### src/rtl/trail_pkg.sv
// Shared types and pixel helpers for the trail IIR pipeline.
// Pixels are packed {Y, Cr, Cb} with Y in the MSBs.
package trail_pkg;

    localparam int unsigned TRAIL_Y_BITS   = 4;
    localparam int unsigned TRAIL_CR_BITS  = 2;
    localparam int unsigned TRAIL_CB_BITS  = 2;
    localparam int unsigned TRAIL_PIX_BITS = TRAIL_Y_BITS + TRAIL_CR_BITS + TRAIL_CB_BITS;

    typedef enum logic [1:0] {
        PERSIST = 2'd0,
        MAX     = 2'd1,
        FREEZE  = 2'd2,
        CLEAR   = 2'd3
    } trail_mode_t;

    function automatic logic [TRAIL_Y_BITS-1:0] get_y(input logic [TRAIL_PIX_BITS-1:0] pix);
        return pix[TRAIL_PIX_BITS-1 -: TRAIL_Y_BITS];
    endfunction

    function automatic logic [TRAIL_CR_BITS-1:0] get_cr(input logic [TRAIL_PIX_BITS-1:0] pix);
        return pix[TRAIL_CB_BITS +: TRAIL_CR_BITS];
    endfunction

    function automatic logic [TRAIL_CB_BITS-1:0] get_cb(input logic [TRAIL_PIX_BITS-1:0] pix);
        return pix[TRAIL_CB_BITS-1:0];
    endfunction

    function automatic logic [TRAIL_PIX_BITS-1:0] pack_pixel(
        input logic [TRAIL_Y_BITS-1:0]  y,
        input logic [TRAIL_CR_BITS-1:0] cr,
        input logic [TRAIL_CB_BITS-1:0] cb
    );
        return {y, cr, cb};
    endfunction

endpackage

### src/rtl/trail_decay_mul.sv
// Registered luma decay: y_dec = floor(hy * decay / 2^DECAY_BITS), bypassed when inactive.
// Kept separate so the multiply can be retimed or mapped onto a DSP block on its own.
module trail_decay_mul #(
    parameter int unsigned Y_BITS     = 4,
    parameter int unsigned DECAY_BITS = 8
) (
    input  logic                  clk_in,
    input  logic                  rst_n_in,
    input  logic                  en_in,
    input  logic [Y_BITS-1:0]     hy_in,
    input  logic [DECAY_BITS-1:0] decay_in,
    input  logic                  active_in,
    output logic [Y_BITS-1:0]     y_dec_out
);

    localparam int unsigned PROD_BITS = Y_BITS + DECAY_BITS;

    logic [PROD_BITS-1:0] prod;
    logic [Y_BITS-1:0]    y_dec_d;
    logic [Y_BITS-1:0]    y_dec_q;

    assign prod = {{DECAY_BITS{1'b0}}, hy_in} * {{Y_BITS{1'b0}}, decay_in};

    always_comb begin
        y_dec_d = hy_in;
        if (active_in) begin
            y_dec_d = prod[DECAY_BITS +: Y_BITS];
        end
    end

    always_ff @(posedge clk_in or negedge rst_n_in) begin
        if (!rst_n_in) begin
            y_dec_q <= '0;
        end else if (en_in) begin
            y_dec_q <= y_dec_d;
        end
    end

    assign y_dec_out = y_dec_q;

endmodule

### src/rtl/trail_iir_pipe.sv
// Two-stage valid/ready trail filter: merges a history pixel with a camera pixel using
// frame-latched decay, threshold, merge mode and a frame-periodic decay schedule.
module trail_iir_pipe import trail_pkg::*; #(
    parameter int unsigned Y_BITS           = TRAIL_Y_BITS,
    parameter int unsigned CR_BITS          = TRAIL_CR_BITS,
    parameter int unsigned CB_BITS          = TRAIL_CB_BITS,
    parameter int unsigned COLOR_DEPTH      = Y_BITS + CR_BITS + CB_BITS,
    parameter int unsigned DECAY_BITS       = 8,
    parameter int unsigned PERIOD_BITS      = 4,
    parameter logic [DECAY_BITS-1:0] DEFAULT_DECAY     = 8'hFC,
    parameter logic [Y_BITS-1:0]     DEFAULT_THRESHOLD = 4'd11
) (
    input  logic                   clk_in,
    input  logic                   rst_n_in,
    input  logic                   s_valid_in,
    output logic                   s_ready_out,
    input  logic                   s_frame_start_in,
    input  logic [COLOR_DEPTH-1:0] history_in,
    input  logic [COLOR_DEPTH-1:0] camera_in,
    input  logic [DECAY_BITS-1:0]  decay_in,
    input  logic [Y_BITS-1:0]      threshold_in,
    input  logic [1:0]             mode_in,
    input  logic [PERIOD_BITS-1:0] period_in,
    output logic                   m_valid_out,
    input  logic                   m_ready_in,
    output logic                   m_frame_start_out,
    output logic [COLOR_DEPTH-1:0] update_out
);

    logic en1, en2, accept, load_cfg;

    logic [DECAY_BITS-1:0]  decay_q, cfg_decay;
    logic [Y_BITS-1:0]      thr_q, cfg_thr;
    trail_mode_t            mode_q, cfg_mode;
    logic [PERIOD_BITS-1:0] period_q, cfg_period;
    logic [PERIOD_BITS-1:0] cnt_q, cnt_d;
    logic                   active_q, cfg_active;

    logic                   v1_q, fs1_q;
    logic [COLOR_DEPTH-1:0] hist1_q, cam1_q;
    logic [Y_BITS-1:0]      thr1_q;
    trail_mode_t            mode1_q;
    logic [Y_BITS-1:0]      y_dec1;

    logic                   v2_q, fs2_q;
    logic [COLOR_DEPTH-1:0] update_q;
    logic [COLOR_DEPTH-1:0] decayed, merged;

    assign en2         = !v2_q || m_ready_in;
    assign en1         = !v1_q || en2;
    assign s_ready_out = en1;
    assign accept      = s_valid_in && en1;
    assign load_cfg    = accept && s_frame_start_in;

    // A frame-start beat already runs with the configuration it latches.
    always_comb begin
        cfg_decay  = decay_q;
        cfg_thr    = thr_q;
        cfg_mode   = mode_q;
        cfg_period = period_q;
        cfg_active = active_q;
        if (load_cfg) begin
            cfg_decay  = decay_in;
            cfg_thr    = threshold_in;
            cfg_mode   = trail_mode_t'(mode_in);
            cfg_period = period_in;
            cfg_active = (cnt_q == '0);
        end
    end

    always_comb begin
        cnt_d = cnt_q + PERIOD_BITS'(1);
        if (cfg_period <= PERIOD_BITS'(1) || cnt_q == cfg_period - PERIOD_BITS'(1)) begin
            cnt_d = '0;
        end
    end

    always_ff @(posedge clk_in or negedge rst_n_in) begin
        if (!rst_n_in) begin
            decay_q  <= DEFAULT_DECAY;
            thr_q    <= DEFAULT_THRESHOLD;
            mode_q   <= PERSIST;
            period_q <= PERIOD_BITS'(1);
            cnt_q    <= '0;
            active_q <= 1'b1;
        end else if (load_cfg) begin
            decay_q  <= cfg_decay;
            thr_q    <= cfg_thr;
            mode_q   <= cfg_mode;
            period_q <= cfg_period;
            cnt_q    <= cnt_d;
            active_q <= cfg_active;
        end
    end

    always_ff @(posedge clk_in or negedge rst_n_in) begin
        if (!rst_n_in) begin
            v1_q    <= 1'b0;
            fs1_q   <= 1'b0;
            hist1_q <= '0;
            cam1_q  <= '0;
            thr1_q  <= '0;
            mode1_q <= PERSIST;
        end else begin
            if (en1) begin
                v1_q <= s_valid_in;
            end
            if (accept) begin
                fs1_q   <= s_frame_start_in;
                hist1_q <= history_in;
                cam1_q  <= camera_in;
                thr1_q  <= cfg_thr;
                mode1_q <= cfg_mode;
            end
        end
    end

    trail_decay_mul #(
        .Y_BITS     (Y_BITS),
        .DECAY_BITS (DECAY_BITS)
    ) u_decay_mul (
        .clk_in     (clk_in),
        .rst_n_in   (rst_n_in),
        .en_in      (accept),
        .hy_in      (get_y(history_in)),
        .decay_in   (cfg_decay),
        .active_in  (cfg_active),
        .y_dec_out  (y_dec1)
    );

    always_comb begin
        decayed = pack_pixel(y_dec1, get_cr(hist1_q), get_cb(hist1_q));
        merged  = cam1_q;
        unique case (mode1_q)
            PERSIST: merged = (get_y(hist1_q) > thr1_q) ? decayed : cam1_q;
            MAX:     merged = (y_dec1 > get_y(cam1_q)) ? decayed : cam1_q;
            FREEZE:  merged = hist1_q;
            CLEAR:   merged = cam1_q;
        endcase
    end

    always_ff @(posedge clk_in or negedge rst_n_in) begin
        if (!rst_n_in) begin
            v2_q     <= 1'b0;
            fs2_q    <= 1'b0;
            update_q <= '0;
        end else if (en2) begin
            v2_q <= v1_q;
            if (v1_q) begin
                fs2_q    <= fs1_q;
                update_q <= merged;
            end
        end
    end

    assign m_valid_out       = v2_q;
    assign m_frame_start_out = fs2_q;
    assign update_out        = update_q;

endmodule

### config.mk
export PLATFORM = sky130hd
export DESIGN_NAME = trail_iir_pipe
export DESIGN_NICKNAME = d
export VERILOG_FILES = /design/src/rtl/trail_pkg.sv /design/src/rtl/trail_decay_mul.sv /design/src/rtl/trail_iir_pipe.sv
export SDC_FILE = /design/constraint.sdc
export NUM_CORES = 1
export LEC_CHECK = 0
export ABC_AREA = 1
export CAP_MARGIN = 40
export CORE_ASPECT_RATIO = 0.75
export CORE_MARGIN = 10
export CORE_UTILIZATION = 50
export DETAILED_ROUTE_END_ITERATION = 8
export PLACE_DENSITY = 0.78
export SLEW_MARGIN = 25
export SYNTH_ARGS = -nofsm -noshare
export SYNTH_HDL_FRONTEND = slang
export SYNTH_SLANG_ARGS = --single-unit
export TNS_END_PERCENT = 1
### constraint.sdc
create_clock -name clk_in -period 3.3 [get_ports clk_in]
set_input_delay 0.66 -clock clk_in [delete_from_list [all_inputs] [get_ports clk_in]]
set_output_delay 0.66 -clock clk_in [all_outputs]
set_load 0.01 [all_outputs]
; ---- After elaboration in Yosys (flattened, before gate mapping)
; Cells that the tools add are included.
[totals]
reg_bits = 61
elab_cells = 46
output_inout_bits = 11
[op_classes]
eq_ne = 4
n_mux = 10
add_sub_neg = 2
n_reduce_logical = 10
mul = 1
magnitude_cmp = 3
[ops]
columns = operator, n
row1 = $pmux 8 s4, 1
row2 = $mux 8, 3
row3 = $mux 4, 4
row4 = $mul 4x8->12, 1
row5 = $gt 4x4->1, 2
row6 = $add 4x1->4 const B, 1
row7 = $eq 2x2->1 const B, 2
row8 = $eq 4x4->1, 1
row9 = $le 4x1->1 const B, 1
row10 = $logic_not 4->1, 1
row11 = $sub 4x1->4 const B, 1
row12 = $logic_or 1x1->1, 3
row13 = $eq 2x1->1 const B, 1
row14 = $logic_and 1x1->1, 2
row15 = $logic_not 1->1, 2
row16 = $logic_not 2->1, 1
row17 = $mux 2, 1
row18 = $reduce_and 2->1, 1
row19 = $mux 1, 1

; ---- Logic depth before layout (Yosys ltp)
; Gate-level depths: netlist of the first run.
[depth]
ltp_word = 10
mapped_depth = 24

; ---- Modules after synthesis
; A second synthesis of the first run with hierarchy kept.
[unflattened]
hier_cells = 552
hier_area_um2 = 4073.9
[by_module_without_submodules]
columns = mod, area_each_um2, n_inst, cells_each, seq_area_each_um2
row1 = trail_iir_pipe, 2937.8, 1, 364, 1440.1
row2 = trail_decay_mul, 1136.1, 1, 188, 100.1

; ---- Worst setup path after synthesis of the first run
; No wires, ideal clock.
[synth_path]
path_kind = input port to flip-flop
startpoint = in m_ready_in
endpoint = reg u_decay_mul.y_dec_q[3], in the netlist u_decay_mul.y_dec_out[3]
t_required_ns = 3.170
path_stages = 19
n_path_buf = 1
setup_time_ns = 0.130
t_arrival_ns = 3.798
path_slack_ns = -0.628
path_cell_list = inv_2 -> nand3_4 -> nand3_4 -> inv_1 -> buf_2 -> o21ai_0 -> nor2_1 -> fa_1 -> inv_1 -> fa_1 -> inv_1 -> ha_1 -> nand2_1 -> nor4_1 -> nand4_1 -> nand2_1 -> nor2_1 -> o21ai_0 -> o21ai_0
[synth_via]
elab_chain_len = 7
word_cells_on_any_way = 8
cone_classes = mul: 1 / mux: 3 / reduce/logical: 4
[synth_lines]
columns = element, line
row1 = start: declaration, trail_iir_pipe.sv:25  ; input logic m_ready_in,
row2 = $logic_or 1x1->1 *, trail_iir_pipe.sv:49  ; assign en2 = !v2_q || m_ready_in;
row3 = $logic_or 1x1->1 *, trail_iir_pipe.sv:50  ; assign en1 = !v1_q || en2;
row4 = named net s_ready_out, trail_iir_pipe.sv:16  ; output logic s_ready_out,
row5 = $logic_and 1x1->1 *, trail_iir_pipe.sv:52  ; assign accept = s_valid_in && en1;
row6 = $logic_and 1x1->1, trail_iir_pipe.sv:53  ; assign load_cfg = accept && s_frame_start_in;
row7 = $mux 8, trail_iir_pipe.sv:62  ; if (load_cfg) begin
row8 = $mul 4x8->12, trail_decay_mul.sv:22  ; assign prod = {{DECAY_BITS{1'b0}}, hy_in} * {{Y_BITS{1'b0}}, decay_in};
row9 = $mux 4, trail_decay_mul.sv:26  ; if (active_in) begin
row10 = end signal: assignment, trail_decay_mul.sv:35  ; y_dec_q <= y_dec_d;
row11 = end: declaration, trail_decay_mul.sv:20  ; logic [Y_BITS-1:0] y_dec_q;
; The timed path passes the listed nets; every way through them passes the cells marked *.
; A chain may end at the register's enable or synchronous reset.

; ---- Worst setup path after layout of the first run
[layout_path]
startpoint = in decay_in[6]
endpoint = reg u_decay_mul.y_dec_q[1], in the netlist u_decay_mul.y_dec_out[1]
[layout_via]
elab_chain_len = 3
[layout_lines]
columns = element, line
row1 = start: declaration, trail_iir_pipe.sv:20  ; input logic [DECAY_BITS-1:0] decay_in,
row2 = $mux 8, trail_iir_pipe.sv:62
row3 = $mul 4x8->12, trail_decay_mul.sv:22
row4 = $mux 4, trail_decay_mul.sv:26
; No other way between the ends.

==> results of run 1 <==
[layout make-up]
class	instances	share of cell area
multi-input combinational	332	0.430
inverter	75	0.0563
clock buffer	12	0.0300
clock inverter	4	0.00604
sequential	61	0.298
tap	101	0.0244
timing repair buffer	91	0.156
[where the power goes]
part           internal [mW]  switching (mW)
Sequential             0.959           0.144
Combinational          0.842            1.05
Clock                  0.316           0.318
Total                   2.12            1.52
[layer usage]
metal | track usage | wire length (um) | part of all wire
met1 | 0.228 | 4510 | 0.43
met2 | 0.308 | 5140 | 0.49
met3 | 0.0491 | 715 | 0.068
met4 | 0.0485 | 153 | 0.015
met5 | 0 | 0 | 0
[worst paths after layout]
kind	endpoint	slack [ns]	depth (start not counted)	start
setup / recovery	u_decay_mul.y_dec_out[1]$_DFFE_PN0N_	-0.18	17	decay_in[6]
setup reg to reg	u_decay_mul.y_dec_out[1]$_DFFE_PN0N_	-0.13	18	m_valid_out$_DFFE_PN0P_
hold / removal	v1_q$_DFFE_PN0N_	0.24	1	rst_n_in
hold reg to reg	mode_q[0]$_DFFE_PN0N_	0.48	2	mode_q[0]$_DFFE_PN0N_
max in group asynchronous	active_q$_DFFE_PN1N_	2.14	2	rst_n_in
min in group clk_in	mode_q[0]$_DFFE_PN0N_	0.48	2	mode_q[0]$_DFFE_PN0N_
[cell usage in the layout (no fill, tap or decap), drive strengths merged]
master,netlist,routed
o21bai,1,1
nand2,130,130
clkdlybuf4s50,0,43
xor2,6,6
nor3,1,1
o22a,2,2
o211ai,11,11
o21ai,42,42
a31oi,4,4
nand4,4,4
buf,4,45
fa,11,11
nor2,38,38
clkdlybuf4s15,0,1
a21oi,20,20
dfstp,11,11
ha,26,26
nor4,1,1
clkinvlp,0,5
inv,72,73
clkbuf,7,12
o221ai,2,2
xnor2,1,1
or2,9,9
clkinv,3,1
nand3,14,14
o21a,5,5
dfrtp,50,50
o2111ai,4,4
dlygate4sd2,0,2
[per-stage QoR]
stage          area [sq um]  power [mW]  TNS, ns  hold WS [ns]
6_report               5180        3.63   -0.601         0.242
5_1_grt                5180        3.88    -1.13         0.263
4_1_cts                5080        3.50   -0.363         0.246
3_5_place_dp           4850        2.80    -3.20         0.468
3_3_place_gp           4850        2.71    -2.84         0.463
2_1_floorplan          3990        2.17   -0.644         0.364
[state kept, by name, indices dropped and copies added (netlist names), 2 cells and up]
register and flops:
cam1_q 8, decay_q 8, hist1_q 8, update_out 8, cnt_q 4, period_q 4
thr1_q 4, thr_q 4, u_decay_mul.y_dec_out 4, mode1_q 2, mode_q 2
[critical path: cells and delay by family]
family                     cells  cell delay (ns)
adders and majority gates      3             1.28
and+or+nand+nor                7             0.74
buffers and inverters          3             0.52
AOI/OAI and AO/OA              4             0.52
[cell usage after synthesis (4+ instances only)]
master	instances
o2111ai_1	4
nor2_1	37
fa_1	11
a31oi_1	4
dfstp_2	11
o21ai_0	32
or2_2	7
nand4_1	4
o211ai_1	11
nand2_1	129
clkbuf_1	7
inv_1	71
xor2_1	6
o21a_1	5
o21ai_2	7
ha_1	26
a21oi_1	18
nand3_1	11
dfrtp_1	50
[timing repair]
item | CTS | global route
gates resized for setup | 25 | 23
setup buffers | 1 | 2
endpoints found under the setup margin | 4 | 4
pin swaps | 19 | 15
[kinds of logic after synthesis]
family | share of synthesized area
XOR/XNOR | 0.0158
AO/OA/AOI/OAI | 0.146
flip-flops | 0.397
adder cells (fa/ha/maj) | 0.141
buffers and inverters | 0.0862
AND/OR/NAND/NOR | 0.214
==> flow_summary_export.csv, run 1 <==
group,metric,value,unit
run_status,outcome,"finished, violations left",
run_status,violations,"negative setup slack",
floorplan,die_area,0.0117,sq mm
worst_setup_path,cp_slowest_stage_delay,0.51,ns
pwr,ir_drop,0.000525,V
clock_network,postCtsHoldBufs,0,
logic_synthesis,synth_top_cell_area_share,0.323,
route,wire_per_inst,15.6,um
layout,drive_gt1_frac,0.242,
logic_synthesis,syn_area,0.00388,sq mm
timing,fin_crit,3.48,ns
logic_synthesis,synth_flop_cell,"dfrtp_1",
global_routing,grt-ovfl-total,0,
global_routing,antenna_found_initial,0,
clock_network,cts_root_buf,"clkbuf_8",
placement,port_buffers,49,
clock_network,cts_tree,"yes",
timing,slew_violations,0,
logic_synthesis,synth_area_leaders,"dfrtp_1 (32%), nand2_1 (12%), ha_1 (8.4%), dfstp_2 (7.5%), inv_1 (6.9%)",
route,vias,3630,
pwr,p_per_area,702,mW/mm^2
timing,finalWorstSetupSlack,-0.180,ns
logic_synthesis,synth_edf_count,0,
worst_setup_path,crit_arrival,3.71,ns
clock_network,path_clk_slew,0.07,ns
layout,fin_util,0.696,
floorplan,die_x,122,um
layout,regArea,0.00154,sq mm
clock_network,cts.sinks,61,
worst_setup_path,worst_ep_required_time,3.53,ns
route,firstDrtPassIters,5,
pwr,leakagePower,2.48,nW
timing,timing.fmax,287,MHz
flow_run,maxCapViolations,0,
layout,area_growth,33.5,%
placement,place_ws,-0.816,ns
global_routing,grt_pass1_vias,3585,
route,drt_iter0_drc,271,
layout,instances_no_fill,676,
global_routing,grt_use_total,0.182,
route,vias_per_cell,5.37,
hold_path,hold_path.class,"in -> async",
logic_synthesis,postSynthAreaPerCell,8.09,sq um
logic_synthesis,syn-instance-count,479,
worst_setup_path,cp_max_fo,3,
layout,multi_input_area,0.00223,sq mm
global_routing,grt_max_degree,45,
logic_synthesis,async_reset_ff_frac,1.00,
worst_setup_path,critical_path_class,"in -> reg",
placement,dp.final_hpwl,7740,um
timing,max-slew-margin-rel,0.563,
floorplan,initial_core_util,0.522,
timing,worstMarginPinSlew,0.651,ns
route,antenna_left,0,
logic_synthesis,ys_types,36,
clock_network,cts_made_buffers,9,
logic_synthesis,yosysSeqAreaShare,0.397,
floorplan,die-height,96.3,um
clock_network,insertion_delay,0.35,ns
logic_synthesis,synth_nets,555,
logic_synthesis,yosys_warnings,0,
timing,setup_violations,4,
timing,period_share,1.05,
worst_setup_path,critPathLaunchType,"input port",
layout,num-fill-cells,544,
placement,gp_congestion,0.887,
placement,post-place-cells,657,
worst_setup_path,crit_chain,"clkdlybuf4s50_1, or2_4, o21ai_2, nor2_2, fa_1, inv_1, fa_1, inv_2, ha_4, a21oi_4, o21bai_1, a31oi_1, nand2_1, nand2_1, nand3_1, nand2_1, nand2_1",
worst_setup_path,cpMostUsedCell,"nand2_1",
logic_synthesis,synth_seq_cells,61,
route,drc,0,
route,totalWireLength,10500,um
logic_synthesis,yosys.area.top_type,"dfrtp_1",
timing,final_hold_viol_count,0,
global_routing,grt_pass1_wl,17200,um
worst_setup_path,end_kind,"flip-flop",
clock_network,cts-htree-levels,3,
floorplan,ios,50,
layout,fin_nets,646,
timing,fin_skew,0.00636,ns
clock_network,cts_buffer_depth,2,
timing,rsz0062_at_grt,"true",
layout,antenna_cells,0,
worst_setup_path,cp_slowest_cell,"fa_1",
floorplan,num_rows,27,
floorplan,coreArea,0.00743,sq mm
Power figures use the tool's default switching activity.
==> inputs of run 2 (changes only) <==
Settings changed: ABC_AREA 1 to 0, PLACE_DENSITY 0.78 to 0.79.
==> flow_summary_export.csv, run 2 <==
group,metric,value,unit
timing,worstMarginPinSlew,0.669,ns
timing,setup_violations,4,
placement,port_buffers,49,
hold_path,hold_path.class,"in -> async",
route,vias_per_cell,5.20,
logic_synthesis,yosys_warnings,0,
route,totalWireLength,9350,um
timing,tns,-1.64,ns
timing,period_share,1.13,
run_status,violations,"negative setup slack",
layout,fin_util,0.676,
worst_setup_path,r2r_slack,-0.44,ns
layout,num-fill-cells,553,
floorplan,initial_core_util,0.510,
clock_network,cts.sinks,61,
clock_network,path_clk_slew,0.07,ns
logic_synthesis,synth_nets,489,
placement,dp.final_hpwl,6850,um
worst_setup_path,r2r_start,"v1_q$_DFFE_PN0N_",
floorplan,num_rows,27,
logic_synthesis,synthSimpleGateAreaFrac,0.210,
global_routing,antenna_found_initial,0,
logic_synthesis,syn-instance-count,413,
run_status,outcome,"finished, violations left",
global_routing,grt_use_total,0.168,
floorplan,die_area,0.0113,sq mm
floorplan,die-height,94.7,um
worst_setup_path,critical_path_class,"reg -> reg",
logic_synthesis,syn_area,0.00372,sq mm
layout,final_common_cell,"nand2_1",
timing,finalWorstSetupSlack,-0.439,ns
clock_network,cts_tree,"yes",
logic_synthesis,synth_fa_ha_area_frac,0.147,
logic_synthesis,synth-xor-area-share,0.0259,
logic_synthesis,synthTopCellsByCount,"nand2_1 (100), dfrtp_1 (50), inv_1 (34)",
global_routing,grt_pass1_wl,15600,um
timing,max-slew-margin-rel,0.554,
route,vias,3159,
worst_setup_path,end_kind,"flip-flop",
layout,area_growth,32.6,%
logic_synthesis,postSynthAreaPerCell,9.01,sq um
timing,slew_violations,0,
logic_synthesis,yosysSeqAreaShare,0.414,
global_routing,grt_pass1_vias,3244,
timing,rsz0062_at_grt,"true",
pwr,p_per_area,564,mW/mm^2
global_routing,grt-ovfl-total,0,
route,firstDrtPassIters,4,
flow_run,maxCapViolations,0,
logic_synthesis,synth.mux.area_fraction,0.0393,
timing,fin_crit,3.74,ns
placement,gp_congestion,0.890,
timing,fin_skew,0.00748,ns
logic_synthesis,synth_area_leaders,"dfrtp_1 (34%), nand2_1 (10%), ha_1 (8.7%), dfstp_2 (7.8%), fa_1 (5.9%)",
route,antenna_left,0,
layout,most-common-layout-cells,"nand2_1 (88), dfrtp_1 (50), clkdlybuf4s50_1 (45), buf_4 (42), inv_1 (32)",
logic_synthesis,synth_flop_cell,"dfrtp_1",
logic_synthesis,synth_top_family_by_area,"simple AND/OR/NAND/NOR gates",
route,wire_per_inst,15.4,um
logic_synthesis,synth_seq_cells,61,
logic_synthesis,synth_top_cell_area_share,0.336,
logic_synthesis,ys_types,45,
logic_synthesis,synth_edf_count,0,
logic_synthesis,synthMostInstantiatedCell,"nand2_1",
pwr,ir_drop,0.000285,V
worst_setup_path,rr_endpoint,"u_decay_mul.y_dec_out[3]$_DFFE_PN0N_",
floorplan,die_x,120,um
layout,antenna_cells,0,
global_routing,grt_max_degree,55,
layout,regArea,0.00154,sq mm
clock_network,cts-htree-levels,3,
clock_network,insertion_delay,0.34,ns
worst_setup_path,crit_arrival,3.95,ns
floorplan,coreArea,0.00730,sq mm
pwr,leakagePower,2.40,nW
clock_network,cts_made_buffers,9,
clock_network,cts_root_buf,"clkbuf_8",
timing,final_hold_viol_count,0,
worst_setup_path,critPathLaunchType,"flip-flop",
route,drc,0,
timing,timing.fmax,267,MHz
logic_synthesis,yosys.area.top_type,"dfrtp_1",
layout,drive_gt1_frac,0.223,
floorplan,ios,50,
worst_setup_path,reg2reg_depth,19,
logic_synthesis,async_reset_ff_frac,1.00,
layout,multi_input_area,0.00213,sq mm
route,drt_iter0_drc,132,
worst_setup_path,worst_ep_required_time,3.51,ns
clock_network,cts_buffer_depth,2,
worst_setup_path,cp_max_fo,5,
layout,fin_nets,577,
logic_synthesis,synth_compound_area_frac,0.112,
## run 2: worst max-delay path by stage
stage | start | to | slack [ns] | cells past startpoint
6_report | v1_q$_DFFE_PN0N_ | u_decay_mul.y_dec_out[3]$_DFFE_PN0N_ | -0.44 | 19
5_1_grt | m_ready_in | u_decay_mul.y_dec_out[2]$_DFFE_PN0N_ | -0.61 | 18
4_1_cts | m_valid_out$_DFFE_PN0P_ | u_decay_mul.y_dec_out[3]$_DFFE_PN0N_ | -0.45 | 19
3_5_place_dp | m_ready_in | u_decay_mul.y_dec_out[3]$_DFFE_PN0N_ | -1.18 | 20
3_3_place_gp | m_ready_in | u_decay_mul.y_dec_out[2]$_DFFE_PN0N_ | -1.08 | 19
2_1_floorplan | m_ready_in | u_decay_mul.y_dec_out[3]$_DFFE_PN0N_ | -0.74 | 21
## run 2: area by class of cell
class | count | share of cell area
inverter | 35 | 0.0266
multi-input combinational | 302 | 0.432
tap | 101 | 0.0256
clock buffer | 12 | 0.0294
clock inverter | 4 | 0.00963
timing repair buffer | 92 | 0.164
sequential | 61 | 0.312
## run 2: power by group
group / total, mW / switching, mW / internal [mW]
Combinational: 1.12 / 0.560 / 0.560
Sequential: 1.01 / 0.109 / 0.906
Clock: 0.648 / 0.281 / 0.367
## run 2: timing repair
action	in CTS	in global routing
cloned	0	0
endpoints found under the setup margin	4	4
hold buffers	0	0
gates resized for setup	16	8
pin swaps	16	20
buffers inserted	6	4
## run 2: routing by layer
layer | vias up | track usage | wire [um]
li1 | 1524 | - | -
met1 | 1553 | 0.215 | 4200
met2 | 71 | 0.283 | 4660
met3 | 11 | 0.0346 | 401
met4 | 0 | 0.0531 | 85
met5 | - | 0 | 0
## run 2: logic make-up after synthesis
kind of cell,Yosys count
xor gates and xnor gates,11
buffers and inverters,50
and+or+nand+nor,176
DFF,61
AOI/OAI and AO/OA,65
adders and majority gates,37
muxes,13
## run 2: critical path, stage by stage (launching register included)
cell	delay, ns
dfrtp_1	0.38
and3b_2	0.26
inv_2	0.07
and2_4	0.17
nand2_8	0.07
nand2_4	0.07
nand2_4	0.05
and2_4	0.13
fa_1	0.56
inv_2	0.04
fa_1	0.50
inv_2	0.05
ha_4	0.21
a21o_1	0.18
a21o_1	0.18
a21o_1	0.18
a31oi_4	0.18
a21oi_2	0.09
xnor2_1	0.15
o21ai_1	0.09
## run 2: through the flow
step                      total power [mW]  hold WS [ns]  setup WS, ns  area [sq um]  instances
after detailed placement              2.08         0.464         -1.18          4610        582
after floorplan                       1.67         0.364        -0.736          3820        413
after CTS                             2.77         0.138        -0.451          4880        604
after global placement                2.03         0.450         -1.08          4610        582
final                                 2.78         0.153        -0.439          4930        607
after global routing                  2.96         0.141        -0.609          4930        607
